<file path="config.mk">
export PLATFORM = sky130hd
export DESIGN_NAME = enemy_formation_ctl_flat
export DESIGN_NICKNAME = d
export VERILOG_FILES = /design/src/rtl/enemy_formation_ctl_if.sv /design/src/rtl/enemy_formation_ctl.sv /design/src/flat_wrapper.sv
export SDC_FILE = /design/constraint.sdc
export NUM_CORES = 1
export LEC_CHECK = 0
export ABC_AREA = 0
export CORE_MARGIN = 1
export CORE_UTILIZATION = 33
export DETAILED_ROUTE_END_ITERATION = 8
export DONT_BUFFER_PORTS = 1
export PLACE_DENSITY_LB_ADDON = 0.08
export SYNTH_ARGS = -nofsm -noshare
export SYNTH_HDL_FRONTEND = slang
export SYNTH_SLANG_ARGS = --single-unit
</file>
<file path="constraint.sdc">
create_clock -name pclk -period 3.6 [get_ports pclk]
set_clock_uncertainty 0.1 [all_clocks]
set_input_delay 0.72 -clock pclk [delete_from_list [all_inputs] [get_ports pclk]]
set_output_delay 0.72 -clock pclk [all_outputs]
set_load 0.005 [all_outputs]
</file>
<file path="src/rtl/enemy_formation_ctl_if.sv">
// Bus between the enemy formation controller and its frame-timing, collision and render-chain peers.
interface enemy_formation_ctl_if #(
    parameter int N_EN = 3
);
    logic            vblnk_in;
    logic            hit_valid;
    logic [2:0]      hit_idx;
    logic [10:0]     x_base;
    logic [10:0]     y_base;
    logic [N_EN-1:0] alive;
    logic [3:0]      wave;
    logic            wave_clear;
    logic            reached_bottom;

    modport master (
        output vblnk_in, hit_valid, hit_idx,
        input  x_base, y_base, alive, wave, wave_clear, reached_bottom
    );

    modport slave (
        input  vblnk_in, hit_valid, hit_idx,
        output x_base, y_base, alive, wave, wave_clear, reached_bottom
    );
endinterface

</file>
<file path="src/rtl/enemy_formation_ctl.sv">
// Enemy formation controller: per-frame sweep/descend motion, alive tracking and wave respawn.
// Optional macro ENEMY_SPEEDUP_EN shortens the step divider as the wave number grows.
module enemy_formation_ctl #(
    parameter int N_EN         = 3,
    parameter int X_MIN        = 64,
    parameter int X_MAX        = 704,
    parameter int Y_START      = 64,
    parameter int Y_MAX        = 480,
    parameter int STEP_X       = 8,
    parameter int STEP_Y       = 16,
    parameter int FRAME_DIV    = 2,
    parameter int CLEAR_FRAMES = 60
) (
    input  logic                  pclk,
    input  logic                  rst,
    enemy_formation_ctl_if.slave  bus
);

    typedef enum logic [2:0] {
        MOVE_R  = 3'd0,
        DESC_R  = 3'd1,
        MOVE_L  = 3'd2,
        DESC_L  = 3'd3,
        CLEARED = 3'd4
    } state_e;

    localparam logic [11:0]     X_MIN_W   = 12'(X_MIN);
    localparam logic [11:0]     X_MAX_W   = 12'(X_MAX);
    localparam logic [11:0]     Y_MAX_W   = 12'(Y_MAX);
    localparam logic [11:0]     STEP_X_W  = 12'(STEP_X);
    localparam logic [11:0]     STEP_Y_W  = 12'(STEP_Y);
    localparam logic [10:0]     X_MIN_O   = 11'(X_MIN);
    localparam logic [10:0]     X_MAX_O   = 11'(X_MAX);
    localparam logic [10:0]     Y_START_O = 11'(Y_START);
    localparam logic [10:0]     Y_MAX_O   = 11'(Y_MAX);
    localparam logic [7:0]      FDIV_W    = 8'(FRAME_DIV);
    localparam logic [15:0]     CLR_LAST  = 16'(CLEAR_FRAMES - 1);
    localparam logic [3:0]      N_EN_W    = 4'(N_EN);
    localparam logic [N_EN-1:0] ALL_ONES  = {N_EN{1'b1}};
    localparam logic [N_EN-1:0] ALL_ZERO  = {N_EN{1'b0}};

    state_e          state_q, state_d;
    logic            vblnk_q;
    logic [7:0]      div_cnt_q, div_cnt_d;
    logic [15:0]     clr_cnt_q, clr_cnt_d;
    logic [10:0]     x_base_q, x_base_d;
    logic [10:0]     y_base_q, y_base_d;
    logic [N_EN-1:0] alive_q, alive_d;
    logic [3:0]      wave_q, wave_d;
    logic            wave_clear_q, wave_clear_d;
    logic            reached_bottom_q, reached_bottom_d;

    logic            tick_s, moving_s, step_s, respawn_s, hit_ok_s, last_kill_s;
    logic [7:0]      div_lim_s;
    logic [N_EN-1:0] hit_mask_s, alive_hit_s;
    logic [11:0]     x_ext_s, x_sum_s, x_dif_s, y_sum_s;

    assign tick_s    = bus.vblnk_in & ~vblnk_q;
    assign moving_s  = (state_q != CLEARED);
    assign step_s    = tick_s && moving_s && (div_cnt_q >= (div_lim_s - 8'd1));
    assign respawn_s = (state_q == CLEARED) && tick_s && (clr_cnt_q == CLR_LAST);
    assign x_ext_s   = {1'b0, x_base_q};
    assign x_sum_s   = x_ext_s + STEP_X_W;
    assign x_dif_s   = x_ext_s - STEP_X_W;
    assign y_sum_s   = {1'b0, y_base_q} + STEP_Y_W;

`ifdef ENEMY_SPEEDUP_EN
    // Divider shrinks with the wave number, never below one frame per step.
    always_comb begin
        if (FDIV_W > {4'd0, wave_q}) begin
            div_lim_s = FDIV_W - {4'd0, wave_q};
        end else begin
            div_lim_s = 8'd1;
        end
    end
`else
    assign div_lim_s = FDIV_W;
`endif

    // Decode the hit into a one-hot kill mask; out-of-range or dead targets change nothing.
    always_comb begin
        for (int i = 0; i < N_EN; i++) begin
            hit_mask_s[i] = (bus.hit_idx == 3'(i));
        end
        hit_ok_s    = bus.hit_valid && ({1'b0, bus.hit_idx} < N_EN_W) && moving_s;
        alive_hit_s = alive_q & ~hit_mask_s;
        last_kill_s = hit_ok_s && (alive_q != ALL_ZERO) && (alive_hit_s == ALL_ZERO);
    end

    // FSM state register.
    always_ff @(posedge pclk) begin
        if (rst) begin
            state_q <= MOVE_R;
        end else begin
            state_q <= state_d;
        end
    end

    // FSM next state; a final kill overrides whatever the step would have chosen.
    always_comb begin
        state_d = state_q;
        if (last_kill_s) begin
            state_d = CLEARED;
        end else begin
            case (state_q)
                MOVE_R:  state_d = (step_s && (x_sum_s >= X_MAX_W)) ? DESC_R : MOVE_R;
                DESC_R:  state_d = step_s ? MOVE_L : DESC_R;
                MOVE_L:  state_d = (step_s && (x_ext_s <= (X_MIN_W + STEP_X_W))) ? DESC_L : MOVE_L;
                DESC_L:  state_d = step_s ? MOVE_R : DESC_L;
                CLEARED: state_d = respawn_s ? MOVE_R : CLEARED;
                default: state_d = MOVE_R;
            endcase
        end
    end

    // FSM outputs: position, divider, clear counter, alive and wave next values.
    always_comb begin
        x_base_d  = x_base_q;
        y_base_d  = y_base_q;
        alive_d   = alive_q;
        wave_d    = wave_q;
        div_cnt_d = div_cnt_q;
        clr_cnt_d = clr_cnt_q;

        if (moving_s && tick_s) begin
            div_cnt_d = step_s ? 8'd0 : (div_cnt_q + 8'd1);
        end else begin
            div_cnt_d = div_cnt_q;
        end

        case (state_q)
            MOVE_R: begin
                if (step_s) begin
                    x_base_d = (x_sum_s >= X_MAX_W) ? X_MAX_O : x_sum_s[10:0];
                end else begin
                    x_base_d = x_base_q;
                end
            end
            MOVE_L: begin
                if (step_s) begin
                    x_base_d = (x_ext_s <= (X_MIN_W + STEP_X_W)) ? X_MIN_O : x_dif_s[10:0];
                end else begin
                    x_base_d = x_base_q;
                end
            end
            DESC_R, DESC_L: begin
                if (step_s) begin
                    y_base_d = (y_sum_s >= Y_MAX_W) ? Y_MAX_O : y_sum_s[10:0];
                end else begin
                    y_base_d = y_base_q;
                end
            end
            CLEARED: begin
                if (respawn_s) begin
                    alive_d   = ALL_ONES;
                    x_base_d  = X_MIN_O;
                    y_base_d  = Y_START_O;
                    wave_d    = (wave_q == 4'd15) ? 4'd15 : (wave_q + 4'd1);
                    div_cnt_d = 8'd0;
                    clr_cnt_d = 16'd0;
                end else if (tick_s) begin
                    clr_cnt_d = clr_cnt_q + 16'd1;
                end else begin
                    clr_cnt_d = clr_cnt_q;
                end
            end
            default: begin
                x_base_d = X_MIN_O;
                y_base_d = Y_START_O;
            end
        endcase

        if (hit_ok_s) begin
            alive_d = alive_hit_s;
        end else begin
            alive_d = alive_d;
        end

        if (last_kill_s) begin
            clr_cnt_d = 16'd0;
        end else begin
            clr_cnt_d = clr_cnt_d;
        end

        wave_clear_d     = last_kill_s;
        reached_bottom_d = (y_base_d == Y_MAX_O);
    end

    // Datapath and output registers.
    always_ff @(posedge pclk) begin
        if (rst) begin
            vblnk_q          <= 1'b0;
            div_cnt_q        <= 8'd0;
            clr_cnt_q        <= 16'd0;
            x_base_q         <= X_MIN_O;
            y_base_q         <= Y_START_O;
            alive_q          <= ALL_ONES;
            wave_q           <= 4'd0;
            wave_clear_q     <= 1'b0;
            reached_bottom_q <= 1'b0;
        end else begin
            vblnk_q          <= bus.vblnk_in;
            div_cnt_q        <= div_cnt_d;
            clr_cnt_q        <= clr_cnt_d;
            x_base_q         <= x_base_d;
            y_base_q         <= y_base_d;
            alive_q          <= alive_d;
            wave_q           <= wave_d;
            wave_clear_q     <= wave_clear_d;
            reached_bottom_q <= reached_bottom_d;
        end
    end

    assign bus.x_base         = x_base_q;
    assign bus.y_base         = y_base_q;
    assign bus.alive          = alive_q;
    assign bus.wave           = wave_q;
    assign bus.wave_clear     = wave_clear_q;
    assign bus.reached_bottom = reached_bottom_q;

endmodule
</file>
<file path="src/flat_wrapper.sv">
// flat-port wrapper written by rule: the top's interface ports become plain ports
module enemy_formation_ctl_flat 
#(
    parameter int N_EN         = 3,
    parameter int X_MIN        = 64,
    parameter int X_MAX        = 704,
    parameter int Y_START      = 64,
    parameter int Y_MAX        = 480,
    parameter int STEP_X       = 8,
    parameter int STEP_Y       = 16,
    parameter int FRAME_DIV    = 2,
    parameter int CLEAR_FRAMES = 60
)
  (pclk, rst, bus_vblnk_in, bus_hit_valid, bus_hit_idx, bus_x_base, bus_y_base, bus_alive, bus_wave, bus_wave_clear, bus_reached_bottom);
  enemy_formation_ctl_if #(.N_EN(N_EN)) bus_i ();
  input  logic pclk;
  input  logic rst;
  input wire logic [$bits(bus_i.vblnk_in)-1:0] bus_vblnk_in;
  input wire logic [$bits(bus_i.hit_valid)-1:0] bus_hit_valid;
  input wire logic [$bits(bus_i.hit_idx)-1:0] bus_hit_idx;
  output wire logic [$bits(bus_i.x_base)-1:0] bus_x_base;
  output wire logic [$bits(bus_i.y_base)-1:0] bus_y_base;
  output wire logic [$bits(bus_i.alive)-1:0] bus_alive;
  output wire logic [$bits(bus_i.wave)-1:0] bus_wave;
  output wire logic [$bits(bus_i.wave_clear)-1:0] bus_wave_clear;
  output wire logic [$bits(bus_i.reached_bottom)-1:0] bus_reached_bottom;
  assign bus_i.vblnk_in = bus_vblnk_in;
  assign bus_i.hit_valid = bus_hit_valid;
  assign bus_i.hit_idx = bus_hit_idx;
  assign bus_x_base = bus_i.x_base;
  assign bus_y_base = bus_i.y_base;
  assign bus_alive = bus_i.alive;
  assign bus_wave = bus_i.wave;
  assign bus_wave_clear = bus_i.wave_clear;
  assign bus_reached_bottom = bus_i.reached_bottom;
  enemy_formation_ctl #(.N_EN(N_EN), .X_MIN(X_MIN), .X_MAX(X_MAX), .Y_START(Y_START), .Y_MAX(Y_MAX), .STEP_X(STEP_X), .STEP_Y(STEP_Y), .FRAME_DIV(FRAME_DIV), .CLEAR_FRAMES(CLEAR_FRAMES)) u_core (.pclk(pclk), .rst(rst), .bus(bus_i));
endmodule
</file>
==> After elaboration in Yosys (flattened, before gate mapping) <==
Index checks and enable logic that the tools add are counted.
{ "word_totals": {"regBits": 59, "word_cells": 91, "out_inout_bits": 31} }
{ "op_classes": {"order_cmp": 5, "add_sub_neg": 6, "n_eq_ne": 13, "n_bitwise": 5, "muxes": 27, "n_reduce_logical": 24} }
{ "op_table": {"columns": ["operator", "n"], "rows": [
  ["two-way mux 11 bit", 8],
  ["one-hot mux 11 bit (4 select lines)", 1],
  ["one-hot mux 11 bit (3 select lines)", 1],
  ["two-way mux 16 bit", 2],
  ["two-way mux 8 bit", 4],
  ["adder 16 x 1 -> 16 bit (second input constant)", 1],
  ["== test 16 x 6 -> 1 bit (second input constant)", 1],
  ["two-way mux 3 bit", 5],
  ["one-hot mux 3 bit (5 select lines)", 1],
  ["adder 11 x 4 -> 12 bit (second input constant)", 1],
  ["adder 11 x 5 -> 12 bit (second input constant)", 1],
  ["greater-or-equal comparator 12 x 10 -> 1 bit (second input constant)", 1],
  ["greater-or-equal comparator 12 x 9 -> 1 bit (second input constant)", 1],
  ["== test 11 x 9 -> 1 bit (second input constant)", 1],
  ["less-or-equal comparator 11 x 7 -> 1 bit (second input constant)", 1],
  ["subtractor 11 x 4 -> 11 bit (second input constant)", 1],
  ["logical AND 1 bit", 10],
  ["== test 3 x 2 -> 1 bit (second input constant)", 3],
  ["logical NOT 3 bit", 3],
  ["adder 8 x 1 -> 8 bit (second input constant)", 1],
  ["greater-or-equal comparator 8 x 1 -> 1 bit (second input constant)", 1],
  ["== test 3 x 1 -> 1 bit (second input constant)", 2],
  ["!= test 2 x 1 -> 1 bit (second input constant)", 3],
  ["AND reduction 2 bit", 3],
  ["16 further kinds", 23]
]} }

==> Logic depth before layout (Yosys ltp) <==
{ "logic_depth": {"word_depth": 8, "ltp_mapped": 10} }

==> Worst setup path after synthesis <==
No wires, ideal clock.
{ "synth_timing": {"path_type": "register to register", "from": "register u_core.x_base_q[3] (netlist: u_core.bus.x_base[3])", "to": "register u_core.x_base_q[5] (netlist: u_core.bus.x_base[5])", "n_path_buf": 0, "t_required_ps": 3397, "arrival_time_ps": 2198, "setup_slack_ps": 1199, "synth_period_minus_slack_ps": 2401, "path_stages_with_launch": 9, "setup_time_ps": 103, "cell_sequence": "dfxtp_1 ha_1 and4_4 and2_1 or3_1 a31o_2 nor4_4 a21oi_1 a2111oi_2"} }
{ "synth_via": {"elab_chain_cells": 5, "elab_cells_between_ends": 9, "cone_classes": "add/sub: 2; order compare: 2; mux: 5"} }
{ "synth_lines": {"columns": ["item", "line_no", "source"], "rows": [
  ["start, declared", "enemy_formation_ctl.sv:46", "logic [10:0] x_base_q, x_base_d;"],
  ["start signal, assigned", "enemy_formation_ctl.sv:205", "x_base_q <= x_base_d;"],
  ["adder 11 x 4 -> 12 bit", "enemy_formation_ctl.sv:63", "assign x_sum_s = x_ext_s + STEP_X_W;"],
  ["greater-or-equal comparator 12 x 10 -> 1 bit", "enemy_formation_ctl.sv:134", "x_base_d = (x_sum_s >= X_MAX_W) ? X_MAX_O : x_sum_s[10:0];"],
  ["two-way mux 11 bit", "enemy_formation_ctl.sv:134", null],
  ["two-way mux 11 bit", "enemy_formation_ctl.sv:133", "if (step_s) begin"],
  ["one-hot mux 11 bit (4 select lines) *", "enemy_formation_ctl.sv:131", "case (state_q)"]
]} }
Every way passes the cells marked *; elsewhere a longest branch is shown, timed or not. The select of a mux whose other input is x is not followed.
A chain may end at the register's enable or synchronous reset.

==> Final worst setup path <==
Ends and elaborated chain as after synthesis.

==> flow_metrics.tcl <==
set metrics [dict create \
    min_period_over_period_pct 73.3 \
    intPower_mw 0.806 \
    p_per_area_mw_per_mm2 335 \
    end_kind "register" \
    pwr-share-clk_pct 32.6 \
    cts_resized 0 \
    insertion_delay_ns 0.31 \
    min_period_ns 2.64 \
    die_w_um 99.0 \
    final_cell_area_sq_mm 0.00326 \
    postRouteAntennaNets 0 \
    path_max_fanout 10 \
    netSwitchingFraction_pct 26.3 \
    max_slew_margin_pct 61.0 \
    grt_pass1_vias 2386 \
    cts.sinks 56 \
    cap_violations 0 \
    preCtsSetupSlack_ns 0.980 \
    syn2layout_area_growth_pct 5.08 \
    r2r_setup_slack_ns 0.96 \
    rows 35 \
    syn_area_sq_mm 0.00310 \
    gp_congestion 0.800 \
    via_per_inst 5.37 \
    fin_nets 391 \
    vias 2611 \
    hold_viol_final 0 \
    finalMaxSlewViolations 0 \
    layout_setup_ws_ns 0.961 \
    cts_made_buffers 5 \
    setup_tns_ns 0 \
    ctsHoldBuffers 0 \
    worst_hold_slack_ns 0.367 \
    dp.cells 478 \
    ys.flop_type "dfxtp_1" \
    ys_ff_latch 56 \
    drt-wirelength-per-cell_um 14.6 \
    grt_pass1_wl_um 11900 \
    crit_arrival_ns 2.75 \
    grt_max_degree 23 \
    ios 38 \
    post_cts_buffers 0 \
    syn_inst 383 \
    p_total_mw 1.09 \
    cts_buffer_depth 2 \
    synth_cell_types 60 \
    placed_area_sq_mm 0.00317 \
    seq_power_share_pct 59.2 \
    startpoint_type "register" \
    rsz0062_at_grt "false" \
    drc 0 \
    cts_tree "done" \
    die-area_sq_mm 0.00979 \
    p_leak_nw 1.15 \
    hold_path_class "in2reg" \
    syn_avg_cell_area_sq_um 8.10 \
    drive_gt1_share_pct 6.93 \
    track_usage_pct 15.0 \
    power_frac_comb_pct 8.2 \
    ys_warn_count 0 \
    synth_edf_count 0 \
    io_buffer_count 0 \
    required_ns 3.71 \
    grt_overflow_total 0 \
    routed_wl_um 7110 \
    antenna_found_initial 0 \
    die_h_um 99.0 \
    core_area_sq_mm 0.00915 \
    critPathKind "reg2reg" \
    fill_cells 964 \
    ir_worst_vdd_mv 0.134 \
    synthArstFlopShare_pct 0 \
    final_cells 486 \
    drt_iter0_markers 78 \
    dr.pass1.iters 4 \
    clkTransAtPathRegs_ns 0.11 \
    fin_util_pct 35.6 \
    initial_core_util_pct 33.9 \
    fmax_ghz 0.379 \
    antennaDiodeCount 0 \
    setup_viol 0 \
    yosysSeqAreaShare_pct 36.1 \
    post-dp-hpwl_um 5190 \
    cts-root-buf "clkbuf_8" \
    status "complete, no violations" \
    switchingPower_mw 0.287 \
    worstMarginPinSlew_ns 0.570 \
    h-tree-depth 2 \
]
cell usage after synthesis, types with 3 or more instances:
| cell | instances | area, sq um |
|---|---|---|
| o21a_1 | 7 | 52.6 |
| nor3_1 | 16 | 80.1 |
| nor2_1 | 50 | 188 |
| nor4_1 | 9 | 56.3 |
| dfxtp_1 | 56 | 1120 |
| o211ai_1 | 4 | 30.0 |
| nor2b_1 | 5 | 31.3 |
| xnor2_1 | 12 | 105 |
| inv_1 | 15 | 56.3 |
| buf_4 | 3 | 22.5 |
| or3_1 | 3 | 18.8 |
| o22ai_1 | 4 | 25.0 |
| a21oi_1 | 20 | 100 |
| a31oi_1 | 5 | 31.3 |
| nand3b_1 | 3 | 22.5 |
| or2_2 | 3 | 18.8 |
| nand2_1 | 28 | 105 |
| xor2_1 | 9 | 78.8 |
| nand4_1 | 3 | 18.8 |
| buf_2 | 5 | 25.0 |
| a221oi_1 | 3 | 26.3 |
| and3b_1 | 4 | 35.0 |
| and2_1 | 10 | 62.6 |
| a22oi_1 | 3 | 22.5 |
| a21o_1 | 4 | 30.0 |
| clkbuf_1 | 11 | 41.3 |
| a311oi_1 | 3 | 26.3 |
| and3_1 | 8 | 50.1 |
| ha_1 | 10 | 125 |
| o21ai_0 | 13 | 65.1 |
| nand3_1 | 15 | 75.1 |
| nand2b_1 | 8 | 50.1 |
state kept, by name, indices dropped and copies added (netlist names):
| name | flops |
|---|---|
| u_core.bus.alive | 3 |
| u_core.bus.reached_bottom | 1 |
| u_core.bus.wave | 4 |
| u_core.bus.wave_clear | 1 |
| u_core.bus.x_base | 8 |
| u_core.bus.y_base | 11 |
| u_core.clr_cnt_q | 16 |
| u_core.div_cnt_q | 8 |
| u_core.state_q | 3 |
| u_core.vblnk_q | 1 |
logic make-up (layout without fill, tap and decap cells):
group,count (synthesis),count (layout),synth area share [%]
flops,56,56,36.1
other cells,1,3,0.121
xor+xnor,21,21,5.93
buf+inv,35,25,4.80
simple gates,178,178,30.8
fa+ha+maj,10,10,4.03
mux,1,1,0.363
compound gates,81,81,17.8
worst max-delay path, cell delays in order, from the launching register on:
cell and delay [ns]:
dfxtp_1 0.43, ha_1 0.31, and4_4 0.22, and2_1 0.16, or3_1 0.33, a31o_2 0.24, nor4_4 0.25, a221oi_1 0.16
a2111oi_2 0.33
power groups by stage:
stage / Combinational [mW] / Sequential (mW) / Clock, mW
final: 0.0894 / 0.647 / 0.356
after global routing: 0.101 / 0.649 / 0.401
after CTS: 0.0905 / 0.647 / 0.375
after detailed placement: 0.0900 / 0.661 / 0
after global placement: 0.0897 / 0.661 / 0
after floorplan: 0.0832 / 0.652 / 0
path summary, 6_finish.rpt:
| path | cells past startpoint | endpoint | startpoint |
|---|---|---|---|
| min | 1 | u_core.bus.wave[3]$_SDFFE_PP0P_ | rst |
| max | 8 | u_core.bus.x_base[5]$_SDFFE_PP0P_ | u_core.bus.x_base[3]$_SDFFE_PP0P_ |
| min reg2reg | 2 | u_core.clr_cnt_q[1]$_SDFFE_PP0P_ | u_core.clr_cnt_q[1]$_SDFFE_PP0P_ |
| max reg2reg | 8 | u_core.bus.x_base[5]$_SDFFE_PP0P_ | u_core.bus.x_base[3]$_SDFFE_PP0P_ |
cells in the final DEF, fill, tap and decap left out, types with 12 or more instances in the layout:
cell / synthesis / final
dfxtp_1: 56 / 56
nor2_1: 50 / 50
nand2_1: 28 / 28
a21oi_1: 20 / 20
nor3_1: 16 / 16
inv_1: 15 / 15
nand3_1: 15 / 15
o21ai_0: 13 / 13
xnor2_1: 12 / 12
area by class of cell:
class                   instances  area (sq um)  area share [%]
inverters                      15          56.3            1.73
well taps                     111           139            4.26
clock buffers                   6          72.6            2.23
repair buffers                  2          15.0           0.461
clock inverters                 2          16.3           0.499
multi-input cells             294          1840            56.4
flip-flops and latches         56          1120            34.4
routing by layer:
layer / track usage [%] / part of all wire [%] / routed length [um]
met1: 19.8 / 48 / 3420
met5: 0 / 0 / 0
met2: 24.4 / 47 / 3310
met4: 4.59 / 1.3 / 92
met3: 3.05 / 4.0 / 284
No activity file was read; power rests on OpenSTA's default activity.
